**src/rtl/hazard_forward_ctrl_pkg.sv**
```systemverilog
// Shared definitions for the hazard/forwarding controller: forwarding select
// encodings and the pipeline-control FSM state type.
package hazard_forward_ctrl_pkg;

    localparam logic [1:0] FWD_RF  = 2'b00;  // operand from register file
    localparam logic [1:0] FWD_MEM = 2'b01;  // ALU result sitting in MEM
    localparam logic [1:0] FWD_WB  = 2'b10;  // value being written back

    typedef enum logic [1:0] {
        RUN      = 2'b00,
        MEM_WAIT = 2'b01,
        FLUSH    = 2'b10
    } state_e;

    // EXE match wins over MEM match; a load in EXE cannot be forwarded
    // (that case is covered by the load-use bubble instead).
    function automatic logic [1:0] fwd_select(input logic match_exe,
                                              input logic match_mem,
                                              input logic exe_is_load);
        if (match_exe && !exe_is_load)
            return FWD_MEM;
        else if (match_mem)
            return FWD_WB;
        else
            return FWD_RF;
    endfunction

endpackage

```
**src/rtl/hazard_forward_ctrl_dep_check.sv**
```systemverilog
// Combinational dependency comparator: does one ID-stage source register
// depend on the instruction currently in EXE or in MEM?
module dep_check
    import hazard_forward_ctrl_pkg::*;
#(
    parameter int REG_AW = 4
) (
    input  logic [REG_AW-1:0] src,
    input  logic              src_en,
    input  logic [REG_AW-1:0] exe_dest,
    input  logic              exe_wb_en,
    input  logic [REG_AW-1:0] mem_dest,
    input  logic              mem_wb_en,
    output logic              match_exe,
    output logic              match_mem
);

    assign match_exe = src_en & exe_wb_en & (src == exe_dest);
    assign match_mem = src_en & mem_wb_en & (src == mem_dest);

endmodule

```
**src/rtl/hazard_forward_ctrl.sv**
```systemverilog
// Pipeline control for the 5-stage core: operand forwarding selects,
// load-use stall, memory-wait freeze, branch flush window and a saturating
// stall-cycle counter.
module hazard_forward_ctrl
    import hazard_forward_ctrl_pkg::*;
#(
    parameter int REG_AW     = 4,
    parameter int FWD_EN     = 1,
    parameter int BR_PENALTY = 1,
    parameter int CNT_W      = 16
) (
    input  logic              clk,
    input  logic              rst,
    input  logic [REG_AW-1:0] id_src1,
    input  logic [REG_AW-1:0] id_src2,
    input  logic              id_two_src,
    input  logic [REG_AW-1:0] exe_dest,
    input  logic              exe_wb_en,
    input  logic              exe_mem_r_en,
    input  logic [REG_AW-1:0] mem_dest,
    input  logic              mem_wb_en,
    input  logic              mem_req,
    input  logic              mem_ready,
    input  logic              branch_taken,
    output logic              hazard,
    output logic              freeze,
    output logic              flush,
    output logic [1:0]        fwd_sel1,
    output logic [1:0]        fwd_sel2,
    output logic [CNT_W-1:0]  stall_cnt
);

    // Last value of the flush counter; the branch cycle itself is flush cycle 0.
    localparam logic [1:0] PEN_LAST  = 2'(BR_PENALTY - 1);
    localparam bit         MULTI_CYC = (BR_PENALTY > 1);

    logic       m1_exe, m1_mem, m2_exe, m2_mem;
    logic       haz_raw;
    logic       flush_start;
    state_e     state, state_nxt;
    logic [1:0] fcnt, fcnt_nxt;
    logic       pending, pending_nxt;
    logic [1:0] sel1_nxt, sel2_nxt;

    // Saturating increment: hold at all-ones instead of wrapping.
    function automatic logic [CNT_W-1:0] sat_inc(input logic [CNT_W-1:0] v);
        if (v == {CNT_W{1'b1}})
            return v;
        else
            return v + CNT_W'(1);
    endfunction

    dep_check #(.REG_AW(REG_AW)) u_dep1 (
        .src       (id_src1),
        .src_en    (1'b1),
        .exe_dest  (exe_dest),
        .exe_wb_en (exe_wb_en),
        .mem_dest  (mem_dest),
        .mem_wb_en (mem_wb_en),
        .match_exe (m1_exe),
        .match_mem (m1_mem)
    );

    dep_check #(.REG_AW(REG_AW)) u_dep2 (
        .src       (id_src2),
        .src_en    (id_two_src),
        .exe_dest  (exe_dest),
        .exe_wb_en (exe_wb_en),
        .mem_dest  (mem_dest),
        .mem_wb_en (mem_wb_en),
        .match_exe (m2_exe),
        .match_mem (m2_mem)
    );

    // Control outputs: freeze beats flush beats hazard; all quiet in reset.
    always_comb begin
        freeze      = rst & mem_req & ~mem_ready;
        flush_start = rst & ~freeze & (state != FLUSH) & (branch_taken | pending);
        flush       = rst & ~freeze & ((state == FLUSH) | flush_start);
        if (FWD_EN != 0)
            haz_raw = (m1_exe | m2_exe) & exe_mem_r_en;
        else
            haz_raw = m1_exe | m1_mem | m2_exe | m2_mem;
        hazard      = rst & haz_raw & ~freeze & ~flush;
        if (FWD_EN != 0) begin
            sel1_nxt = fwd_select(m1_exe, m1_mem, exe_mem_r_en);
            sel2_nxt = fwd_select(m2_exe, m2_mem, exe_mem_r_en);
        end else begin
            sel1_nxt = FWD_RF;
            sel2_nxt = FWD_RF;
        end
    end

    // Next-state logic: memory wait, deferred branch and flush window length.
    always_comb begin
        state_nxt   = state;
        fcnt_nxt    = fcnt;
        // A branch seen while frozen is remembered until the pipeline moves;
        // branches arriving inside an open flush window are dropped.
        pending_nxt = freeze ? (pending | (branch_taken & (state != FLUSH))) : 1'b0;
        case (state)
            RUN: begin
                if (freeze) begin
                    state_nxt = MEM_WAIT;
                end else if (flush_start && MULTI_CYC) begin
                    state_nxt = FLUSH;
                    fcnt_nxt  = 2'd1;
                end
            end
            MEM_WAIT: begin
                if (!freeze) begin
                    if (flush_start && MULTI_CYC) begin
                        state_nxt = FLUSH;
                        fcnt_nxt  = 2'd1;
                    end else begin
                        state_nxt = RUN;
                    end
                end
            end
            FLUSH: begin
                if (!freeze) begin
                    if (fcnt == PEN_LAST) begin
                        state_nxt = RUN;
                        fcnt_nxt  = 2'd0;
                    end else begin
                        fcnt_nxt  = fcnt + 2'd1;
                    end
                end
            end
            default: begin
                state_nxt = RUN;
                fcnt_nxt  = 2'd0;
            end
        endcase
    end

    // FSM state, flush counter and deferred-branch flag.
    always_ff @(posedge clk or negedge rst) begin
        if (!rst) begin
            state   <= RUN;
            fcnt    <= 2'd0;
            pending <= 1'b0;
        end else begin
            state   <= state_nxt;
            fcnt    <= fcnt_nxt;
            pending <= pending_nxt;
        end
    end

    // ID -> EXE boundary: forwarding selects, held while frozen, cleared for bubbles.
    always_ff @(posedge clk or negedge rst) begin
        if (!rst) begin
            fwd_sel1 <= FWD_RF;
            fwd_sel2 <= FWD_RF;
        end else if (!freeze) begin
            if (hazard || flush) begin
                fwd_sel1 <= FWD_RF;
                fwd_sel2 <= FWD_RF;
            end else begin
                fwd_sel1 <= sel1_nxt;
                fwd_sel2 <= sel2_nxt;
            end
        end
    end

    // Stall performance counter: every hazard or freeze cycle, saturating.
    always_ff @(posedge clk or negedge rst) begin
        if (!rst)
            stall_cnt <= '0;
        else if (hazard || freeze)
            stall_cnt <= sat_inc(stall_cnt);
    end

endmodule

```
**config.mk**
```make
export PLATFORM = sky130hd
export DESIGN_NAME = hazard_forward_ctrl
export DESIGN_NICKNAME = d
export VERILOG_FILES = /design/src/rtl/hazard_forward_ctrl_pkg.sv /design/src/rtl/hazard_forward_ctrl_dep_check.sv /design/src/rtl/hazard_forward_ctrl.sv
export SDC_FILE = /design/constraint.sdc
export NUM_CORES = 1
export LEC_CHECK = 0
export ABC_AREA = 1
export CORE_MARGIN = 4
export CORE_UTILIZATION = 40
export CTS_CLUSTER_DIAMETER = 60
export DETAILED_ROUTE_END_ITERATION = 16
export PLACE_DENSITY = 0.8
export SLEW_MARGIN = 40
export SYNTH_ARGS = -nofsm -noshare
export SYNTH_HDL_FRONTEND = slang
export SYNTH_SLANG_ARGS = --single-unit
```
**constraint.sdc**
```tcl
create_clock -name clk -period 2.3 [get_ports clk]
set_input_delay 0.46 -clock clk [delete_from_list [all_inputs] [get_ports clk]]
set_output_delay 0.46 -clock clk [all_outputs]
set_load 0.03 [all_outputs]
```
# Word level (Yosys, flattened, before mapping)
# Index checks and enable logic that the tools add are counted.
[word_totals]
output_inout_bits = 23
register_bits = 25
wordCells = 72
[op_classes]
n_reduce_logical = 11
n_eq_ne = 12
bitwise_logic = 26
n_addsub = 2
n_mux = 15
[op_table]
columns = ["op", "n"]
rows = [
  ["two-way mux 2 bit", 12],
  ["bitwise AND 1 bit", 17],
  ["adder 16 x 1 -> 16 bit, second input constant", 1],
  ["== test 16 bit, second input constant", 1],
  ["== test 4 bit", 4],
  ["inequality test 2 bit, second input constant", 4],
  ["case mux 2 bit (3 select lines)", 1],
  ["NOT 1 bit", 5],
  ["zero test 2 bit", 2],
  ["OR 1 bit", 4],
  ["case mux 2 bit (2 select lines)", 1],
  ["AND reduction 2 bit", 2],
  ["AND reduction 4 bit", 1],
  ["adder 2 x 1 -> 2 bit, second input constant", 1],
  ["== test 2 x 1 -> 1 bit, second input constant", 1],
  ["== test 2 bit, second input constant", 1],
  ["logical AND 1 bit", 2],
  ["logical OR 1 bit", 2],
  ["inequality test 2 x 1 -> 1 bit, second input constant", 1],
  ["OR reduction 2 bit", 1],
  ["zero test 1 bit", 1],
  ["two-way mux 1 bit", 1],
]

# Depth between registers and ports, before layout
# Gate-level depths: netlist of run 1.
[depth]
ltp_word = 12
depth_mapped = 12

# Cells and area by module
# From an unflattened synthesis of run 1, not the netlist that was laid out.
[hier_totals]
hier_cells = 267
hier_area_um2 = 1622.8
[by_module_without_submodules]
columns = ["mod", "cells_each", "area_each_um2", "n_inst"]
rows = [
  ["hazard_forward_ctrl", 187, 1297.5, 1],
  ["dep_check", 40, 162.7, 2],
]

# Least setup slack after synthesis of run 1
# Ideal clock, no wire load.
[synth_path]
path_type = "reg2reg"
start = "register stall_cnt[0]"
end = "register stall_cnt[15]"
arrival_ps = 1729
t_required_ps = 2181
slack_ps = 452
synth_period_minus_slack_ps = 1848
setup_ps = 119
path_stages_with_launch = 8
path_buffers = 1
cell_sequence = "dfrtp_1 > ha_1 > nand3_1 > nor3_2 > nand4_4 > buf_2 > nand3_1 > nand2_1"
[synth_via]
elab_chain_len = 3
word_cells_on_any_way = 4
classes_between = "add/sub: 1; eq/ne: 1; bitwise: 1; reduce/logical: 1"
[synth_lines]
columns = ["element", "line_no", "source"]
rows = [
  ["start: declaration", "hazard_forward_ctrl.sv:30", "output logic [CNT_W-1:0] stall_cnt"],
  ["start signal: assignment", "hazard_forward_ctrl.sv:171", "stall_cnt <= sat_inc(stall_cnt);"],
  ["parallel branches: the longest is 3 deep, another holds adder 16 x 1 -> 16 bit", "--", ""],
]
# Several ways; the timed one is not identified.
# A chain may end at the register's enable or synchronous reset.

# Final worst setup path of run 1
[layout_path]
start = "input port id_src2[3]"
end = "output port hazard"
[layout_via]
elab_chain_len = 7
[layout_lines]
columns = ["element", "line_no", "source"]
rows = [
  ["start: declaration", "hazard_forward_ctrl.sv:15", "input logic [REG_AW-1:0] id_src2,"],
  ["== test 4 bit", "hazard_forward_ctrl_dep_check.sv:18", "assign match_exe = src_en & exe_wb_en & (src == exe_dest);"],
  ["bitwise AND 1 bit", "hazard_forward_ctrl_dep_check.sv:18", ""],
  ["OR 1 bit", "hazard_forward_ctrl.sv:81", "haz_raw = (m1_exe | m2_exe) & exe_mem_r_en;"],
  ["bitwise AND 1 bit", "hazard_forward_ctrl.sv:81", ""],
  ["bitwise AND 1 bit (3 in series)", "hazard_forward_ctrl.sv:84", "hazard = rst & haz_raw & ~freeze & ~flush;"],
  ["end: declaration", "hazard_forward_ctrl.sv:25", "output logic hazard,"],
]
# No other way between the ends.

==> flow_summary.yaml, run 1 <==
status:
  outcome: "completed"
grt:
  via_count_of_the_first_global_routing_pass: 1360
  grt_usage_pct: 16.46
  grt_antenna_before_repair: 0
  grt_start_max_net_pins: 22
  gr-total-overflow: 0
  grt_first_pass_wirelength_um: 5913
logic_synthesis:
  synth_top_area_share_pct: 35.44
  synth_area_per_cell_sq_um: 6.801
  synth_sequential_area_ratio_pct: 35.44
  yosysTopAreaCell: "sky130_fd_sc_hd__dfrtp_1"
  synthesis.area_sq_um: 1483
  synth_cell_type_count: 22
  synth.area.top_cells: "sky130_fd_sc_hd__dfrtp_1 (35%), sky130_fd_sc_hd__nand2_1 (19%), sky130_fd_sc_hd__nand3_1 (10%)"
  synth.net_count: 244
  yosysWarningCount: 0
  gate_count_after_technology_mapping: 218
  ys_ff_latch: 21
worst_hold_path:
  worst_hold_path_type: "reg2reg"
  min_delay_src: "fwd_sel1[1]$_DFFE_PN0N_"
setup_path:
  crit_fanout: 3
  regToRegStartpoint: "stall_cnt[0]$_DFFE_PN0P_"
  worst-setup-path-type: "in2out"
  critPathMaxStageDelay_ns: 0.47
  slowest_stage: "sky130_fd_sc_hd__clkdlybuf4s50_1"
  critPathLaunch: "id_src2[3]"
  critical_path_required_ns: 1.84
  cp-start-kind: "input port"
  crit_chain: "clkdlybuf4s50_1, inv_1, nand2_1, nand3_1, nor2_2, nand2_1, nand2_1, nand3_2, inv_1, buf_6"
  crit_buf_inv: 4
  worstSetupEndpointType: "output pin"
  cp.arrival_ns: 1.76
  timing.critical_path.max_delay_family: "buffers and inverters"
  path_common_cell: "sky130_fd_sc_hd__nand2_1"
placement:
  detailedPlace.worstSlack_ns: 0.07345
  place_hpwl_um: 2940
  final_weighted_congestion_in_routability_driven_placement: 0.9074
  port_buffers: 47
routing:
  drt-total-wl_um: 3640
  detail_route.vias_per_cell: 4.802
  route.detailed.wl_per_inst_um: 11.45
  dr.pass1.iters: 5
  drc_errors_left: 0
  drt_antenna_net_count: 0
  drtIter0Drc: 89
  vias: 1527
die:
  die_x_um: 68.88
  floorplan.initialDensity_pct: 42.75
  core_area_sq_um: 3468
  rows: 21
  die-area_sq_um: 4744
  top_level_ports: 48
  die_height_um: 68.88
cts:
  clk-insertion-delay-late_ns: 0.26
  clockBufferDepth: 2
  worst_setup_hold_path_clk_slew_ns: 0.07
  number_of_cts_inserted_buffers: 3
  cts.root.buffer_cell: "sky130_fd_sc_hd__clkbuf_8"
  htree_num_levels: 1
  cts_sinks: 21
  post_cts_hold_buffer_count: 0
  cts_tree: "built"
sta:
  normalized_max_slew_margin_pct: 77.82
  max_freq_ghz: 0.4512
  tightestPinTransition_ns: 0.3317
  timing.final.hold_violations: 0
  timing.clock.skew_ns: 0.005776
  setup_violation_total_in_the_final_timing_report: 0
  hold-worst-slack_ns: 0.4899
  timing.final.crit_share_pct: 96.35
  slew_viol_final: 0
  min_period_ns: 2.216
  final.setup.worst_slack_ns: 0.08389
final_layout:
  final_nets: 299
  area_growth_syn_to_layout_pct: 41.10
  post_route_cells_drive_above_1_share_pct: 7.721
  final_core_utilization_pct: 60.32
  antenna_fix_cells: 0
pwr:
  power.leakage_nw: 1.076
  maximum_vdd_drop_v: 0.0002752
  power.density_nw_per_um2: 479.0
flow_run:
  cap_viol_max_count: 0
-- layer usage --
layer	vias to the layer above	GRT usage (%)	share of wire (%)
met3	4	3.404	5.0
met5	-	0	0
li1	797	-	-
met1	689	21.51	47
met4	0	5.839	1.2
met2	37	26.79	46
-- layout by cell type (no fill, tap or decap) --
cell / count
sky130_fd_sc_hd__nor2_1: 20
sky130_fd_sc_hd__clkdlybuf4s50_1: 41
sky130_fd_sc_hd__nor3_1: 5
sky130_fd_sc_hd__clkinv_2: 1
sky130_fd_sc_hd__xor2_1: 8
sky130_fd_sc_hd__nand2_1: 74
sky130_fd_sc_hd__a21oi_1: 3
sky130_fd_sc_hd__clkbuf_8: 3
sky130_fd_sc_hd__nand3_1: 30
sky130_fd_sc_hd__nor3_2: 1
sky130_fd_sc_hd__o211ai_1: 1
sky130_fd_sc_hd__inv_1: 24
sky130_fd_sc_hd__dfrtp_1: 21
sky130_fd_sc_hd__or2_2: 1
sky130_fd_sc_hd__nand2_4: 1
sky130_fd_sc_hd__xnor2_1: 10
sky130_fd_sc_hd__buf_4: 8
sky130_fd_sc_hd__dlymetal6s2s_1: 3
sky130_fd_sc_hd__buf_6: 1
sky130_fd_sc_hd__nand2_2: 1
sky130_fd_sc_hd__clkinv_1: 1
sky130_fd_sc_hd__nor2_2: 2
sky130_fd_sc_hd__nand4_4: 1
sky130_fd_sc_hd__ha_1: 1
sky130_fd_sc_hd__o21ai_0: 4
sky130_fd_sc_hd__nand3_2: 1
sky130_fd_sc_hd__nand4_1: 5
-- sequential cells by signal (all words and copies together), names as in the netlist --
signal	count
stall_cnt	16
fwd_sel1	2
fwd_sel2	2
pending	1
-- power breakdown --
part	switching [W]	internal [W]
Combinational	0.000171	0.000145
Sequential	0.0000458	0.000400
Clock	0.000119	0.000121
-- final cells by class --
type	count	area [sq um]
Clock buffer	3	41.29
Inverter	25	93.84
Fill cell	342	1376
Multi-Input combinational cell	169	849.6
Clock inverter	1	5.005
Tap cell	46	57.56
Sequential cell	21	525.5
Timing Repair Buffer	53	519.2
-- per-stage QoR --
step | cells | power, W | cell area (sq um) | TNS (ns)
after floorplan | 218 | 0.0006167 | 1483 | 0
after global placement | 313 | 0.0007639 | 2019 | 0
after detailed placement | 313 | 0.0007695 | 2019 | 0
after CTS | 317 | 0.001014 | 2066 | 0
after global routing | 318 | 0.001061 | 2092 | -0.05418
final | 318 | 0.001002 | 2092 | 0
-- path summary, 6_finish.rpt --
check	end	cells after the start	slack, ns
min in group asynchronous	pending$_DFF_PN0_	3	0.74
worst min register to register	fwd_sel1[1]$_DFFE_PN0N_	2	0.49
max in group asynchronous	stall_cnt[5]$_DFFE_PN0P_	3	1.34
worst min-delay path	fwd_sel1[1]$_DFFE_PN0N_	2	0.49
worst max register to register	stall_cnt[4]$_DFFE_PN0P_	7	0.36
worst max-delay path	hazard	10	0.08
-- repair_timing --
action | CTS | global route
resized for setup | 0 | 6
setup endpoints to repair | 0 | 1
setup buffers | 0 | 1
-- cells in the mapped netlist --
cell type and instances:
sky130_fd_sc_hd__or2_2 1, sky130_fd_sc_hd__nand3_1 31, sky130_fd_sc_hd__nand4_1 5, sky130_fd_sc_hd__buf_2 2
sky130_fd_sc_hd__inv_1 24, sky130_fd_sc_hd__nor3_2 1, sky130_fd_sc_hd__buf_6 1, sky130_fd_sc_hd__nor2_1 21
sky130_fd_sc_hd__nor3_1 5, sky130_fd_sc_hd__nand4_4 1, sky130_fd_sc_hd__nand2_1 74, sky130_fd_sc_hd__xor2_1 8
sky130_fd_sc_hd__nand2_2 1, sky130_fd_sc_hd__dfrtp_1 21, sky130_fd_sc_hd__nand2_4 1, sky130_fd_sc_hd__clkinv_1 1
sky130_fd_sc_hd__o211ai_1 1, sky130_fd_sc_hd__xnor2_1 10, sky130_fd_sc_hd__o21ai_0 4, sky130_fd_sc_hd__ha_1 1
sky130_fd_sc_hd__a21oi_1 3, sky130_fd_sc_hd__nor2_2 1
-- worst reg2reg max path, stage by stage, from the launching register on --
cell,delay [ns]
sky130_fd_sc_hd__dfrtp_1,0.45
sky130_fd_sc_hd__ha_1,0.24
sky130_fd_sc_hd__nand3_1,0.20
sky130_fd_sc_hd__nor3_2,0.29
sky130_fd_sc_hd__nand4_4,0.28
sky130_fd_sc_hd__nand2_4,0.29
sky130_fd_sc_hd__nand2_1,0.07
sky130_fd_sc_hd__nand2_1,0.07
-- cells by family after synthesis --
family          Yosys count  synth area share (%)
simple gates            142                 42.45
buf+inv                  28                 7.764
flops                    21                 35.44
xor+xnor                 18                 10.63
compound gates            8                 2.869
fa+ha+maj                 1                0.8437
No activity file was read; power rests on OpenSTA's default activity.
==> run 2, diff against run 1 <==
- CTS_CLUSTER_DIAMETER: 60 -> not set
- PLACE_DENSITY: 0.8 -> 0.81
==> flow_summary.yaml, run 2 (synthesized netlist as in run 1, its figures left out) <==
final_layout:
  final_core_utilization_pct: 60.03
  post_route_cells_drive_above_1_share_pct: 7.011
  filler_cell_count: 331
  reg.largest.list: "stall_cnt (16), fwd_sel1 (2), fwd_sel2 (2)"
  largest_reg_flops: 16
  antenna_fix_cells: 0
  area_growth_syn_to_layout_pct: 40.42
  ff_latch_area_sq_um: 525.5
  final_nets: 298
  most_common_library_cell_in_the_layout_ignoring_fill_and_taps: "sky130_fd_sc_hd__nand2_1"
  regMostFlops: "stall_cnt"
  multiInputGateArea_sq_um: 844.6
  fin_area_sq_um: 2082
  layout_common_cells: "sky130_fd_sc_hd__nand2_1 (74), sky130_fd_sc_hd__clkdlybuf4s50_1 (40), sky130_fd_sc_hd__nand3_1 (31)"
  post_layout_nonfiller_instances: 317
cts:
  clockBufferDepth: 2
  cts_tree: "built"
  clk-insertion-delay-late_ns: 0.26
  number_of_cts_inserted_buffers: 3
  cts.root.buffer_cell: "sky130_fd_sc_hd__clkbuf_8"
  cts_sinks: 21
  htree_num_levels: 1
  postCtsSetupRepairBufs: 0
  worst_setup_hold_path_clk_slew_ns: 0.08
placement:
  dpl_cell_area_sq_um: 2019
  place_hpwl_um: 2973
  final_weighted_congestion_in_routability_driven_placement: 0.8658
  placed_cells: 313
  port_buffers: 47
die:
  floorplan.initialDensity_pct: 42.75
  rows: 21
  top_level_ports: 48
  die_x_um: 68.88
  die-area_sq_um: 4744
  core_area_sq_um: 3468
  die_height_um: 68.88
sta:
  grt_setup_unrepaired: "false"
  hold-worst-slack_ns: 0.4846
  min_period_ns: 2.179
  timing.final.hold_violations: 0
  normalized_max_slew_margin_pct: 77.21
  timing.final.crit_share_pct: 94.76
  setup_total_negative_slack_ns: 0
  setup_violation_total_in_the_final_timing_report: 0
  max_freq_ghz: 0.4588
  tightestPinTransition_ns: 0.3408
  timing.clock.skew_ns: 0.009776
  slew_viol_final: 0
pwr:
  maximum_vdd_drop_v: 0.0002378
  power.leakage_nw: 1.079
  power.density_nw_per_um2: 484.5
setup_path:
  critical_path_required_ns: 1.84
  worst-setup-path-type: "in2out"
  cp-start-kind: "input port"
  crit_fanout: 3
  cp.arrival_ns: 1.72
  worstSetupEndpointType: "output pin"
grt:
  grt_antenna_before_repair: 0
  grt_start_max_net_pins: 23
  grt_usage_pct: 16.48
  gr-total-overflow: 0
  via_count_of_the_first_global_routing_pass: 1366
  grt_first_pass_wirelength_um: 5968
routing:
  route.detailed.wl_per_inst_um: 11.69
  drc_errors_left: 0
  drtIter0Drc: 64
  drt_antenna_net_count: 0
  detail_route.vias_per_cell: 4.770
  dr.pass1.iters: 4
  drt-total-wl_um: 3706
  vias: 1512
status:
  outcome: "completed"
flow_run:
  cap_viol_max_count: 0
worst_hold_path:
  worst_hold_path_type: "reg2reg"
==> run 2: changes by cell type in the layout (fill, tap and decap cells not counted), sizes merged <==
cell and change:
clkdlybuf4s50 -1, buf -1, dlymetal6s2s +1
==> run 2: cell type report <==
cell class              instances  area share (%)
repair buffers                 52           24.70
flip-flops and latches         21           25.24
well taps                      46           2.764
multi-input cells             169           40.56
clock buffers                   3           1.983
inverters                      25           4.507
clock inverters                 1          0.2404
==> run 2: what timing repair did <==
| action | in CTS | in global routing |
|---|---|---|
| endpoints found under the setup margin | 0 | 1 |
| gates resized for setup | 0 | 6 |
| hold buffers | 0 | 0 |
| endpoints found under the hold margin | 0 | 0 |
==> run 2: report_power, final <==
part	internal [W]	switching, W	leakage, nW
sequential	0.000400	0.0000479	0.288
clock	0.000121	0.000125	0.0255
combinational	0.000144	0.000171	0.765
total	0.000665	0.000343	1.08
==> run 2: through the flow <==
step                setup WS [ns]  power [W]
finish                     0.1206   0.001009
global route             0.002932   0.001070
CTS                       0.09180   0.001015
detailed placement        0.09687  0.0007725
global placement          0.09312  0.0007654
floorplan                  0.4519  0.0006167
==> run 2: routing by layer <==
metal  routed length, um  vias up  global-route usage, %
li1                    -      796                      -
met1                1794      676                  23.28
met2                1704       38                  26.79
met3                 186        2                  1.945
met4                  20        0                  3.893
met5                   0        -                      0
==> run 2: worst paths after layout <==
| path | end | cells past startpoint | slack (ns) | startpoint |
|---|---|---|---|---|
| hold reg to reg | fwd_sel1[1]$_DFFE_PN0N_ | 2 | 0.48 | fwd_sel1[1]$_DFFE_PN0N_ |
| setup / recovery | hazard | 10 | 0.12 | id_src2[0] |
| setup reg to reg | stall_cnt[13]$_DFFE_PN0P_ | 7 | 0.36 | stall_cnt[0]$_DFFE_PN0P_ |
| hold / removal | fwd_sel1[1]$_DFFE_PN0N_ | 2 | 0.48 | fwd_sel1[1]$_DFFE_PN0N_ |
| max in group asynchronous | pending$_DFF_PN0_ | 2 | 1.44 | rst |
| min in group asynchronous | stall_cnt[7]$_DFFE_PN0P_ | 2 | 0.63 | rst |
==> run 2: worst max-delay path, cell delays in order <==
cell and delay, ns:
sky130_fd_sc_hd__clkdlybuf4s50_1 0.48, sky130_fd_sc_hd__inv_1 0.06, sky130_fd_sc_hd__nand2_1 0.06, sky130_fd_sc_hd__nand3_1 0.08, sky130_fd_sc_hd__nor2_2 0.12, sky130_fd_sc_hd__nand2_1 0.05, sky130_fd_sc_hd__nand2_1 0.08, sky130_fd_sc_hd__nand3_1 0.10
sky130_fd_sc_hd__inv_1 0.09, sky130_fd_sc_hd__buf_6 0.13
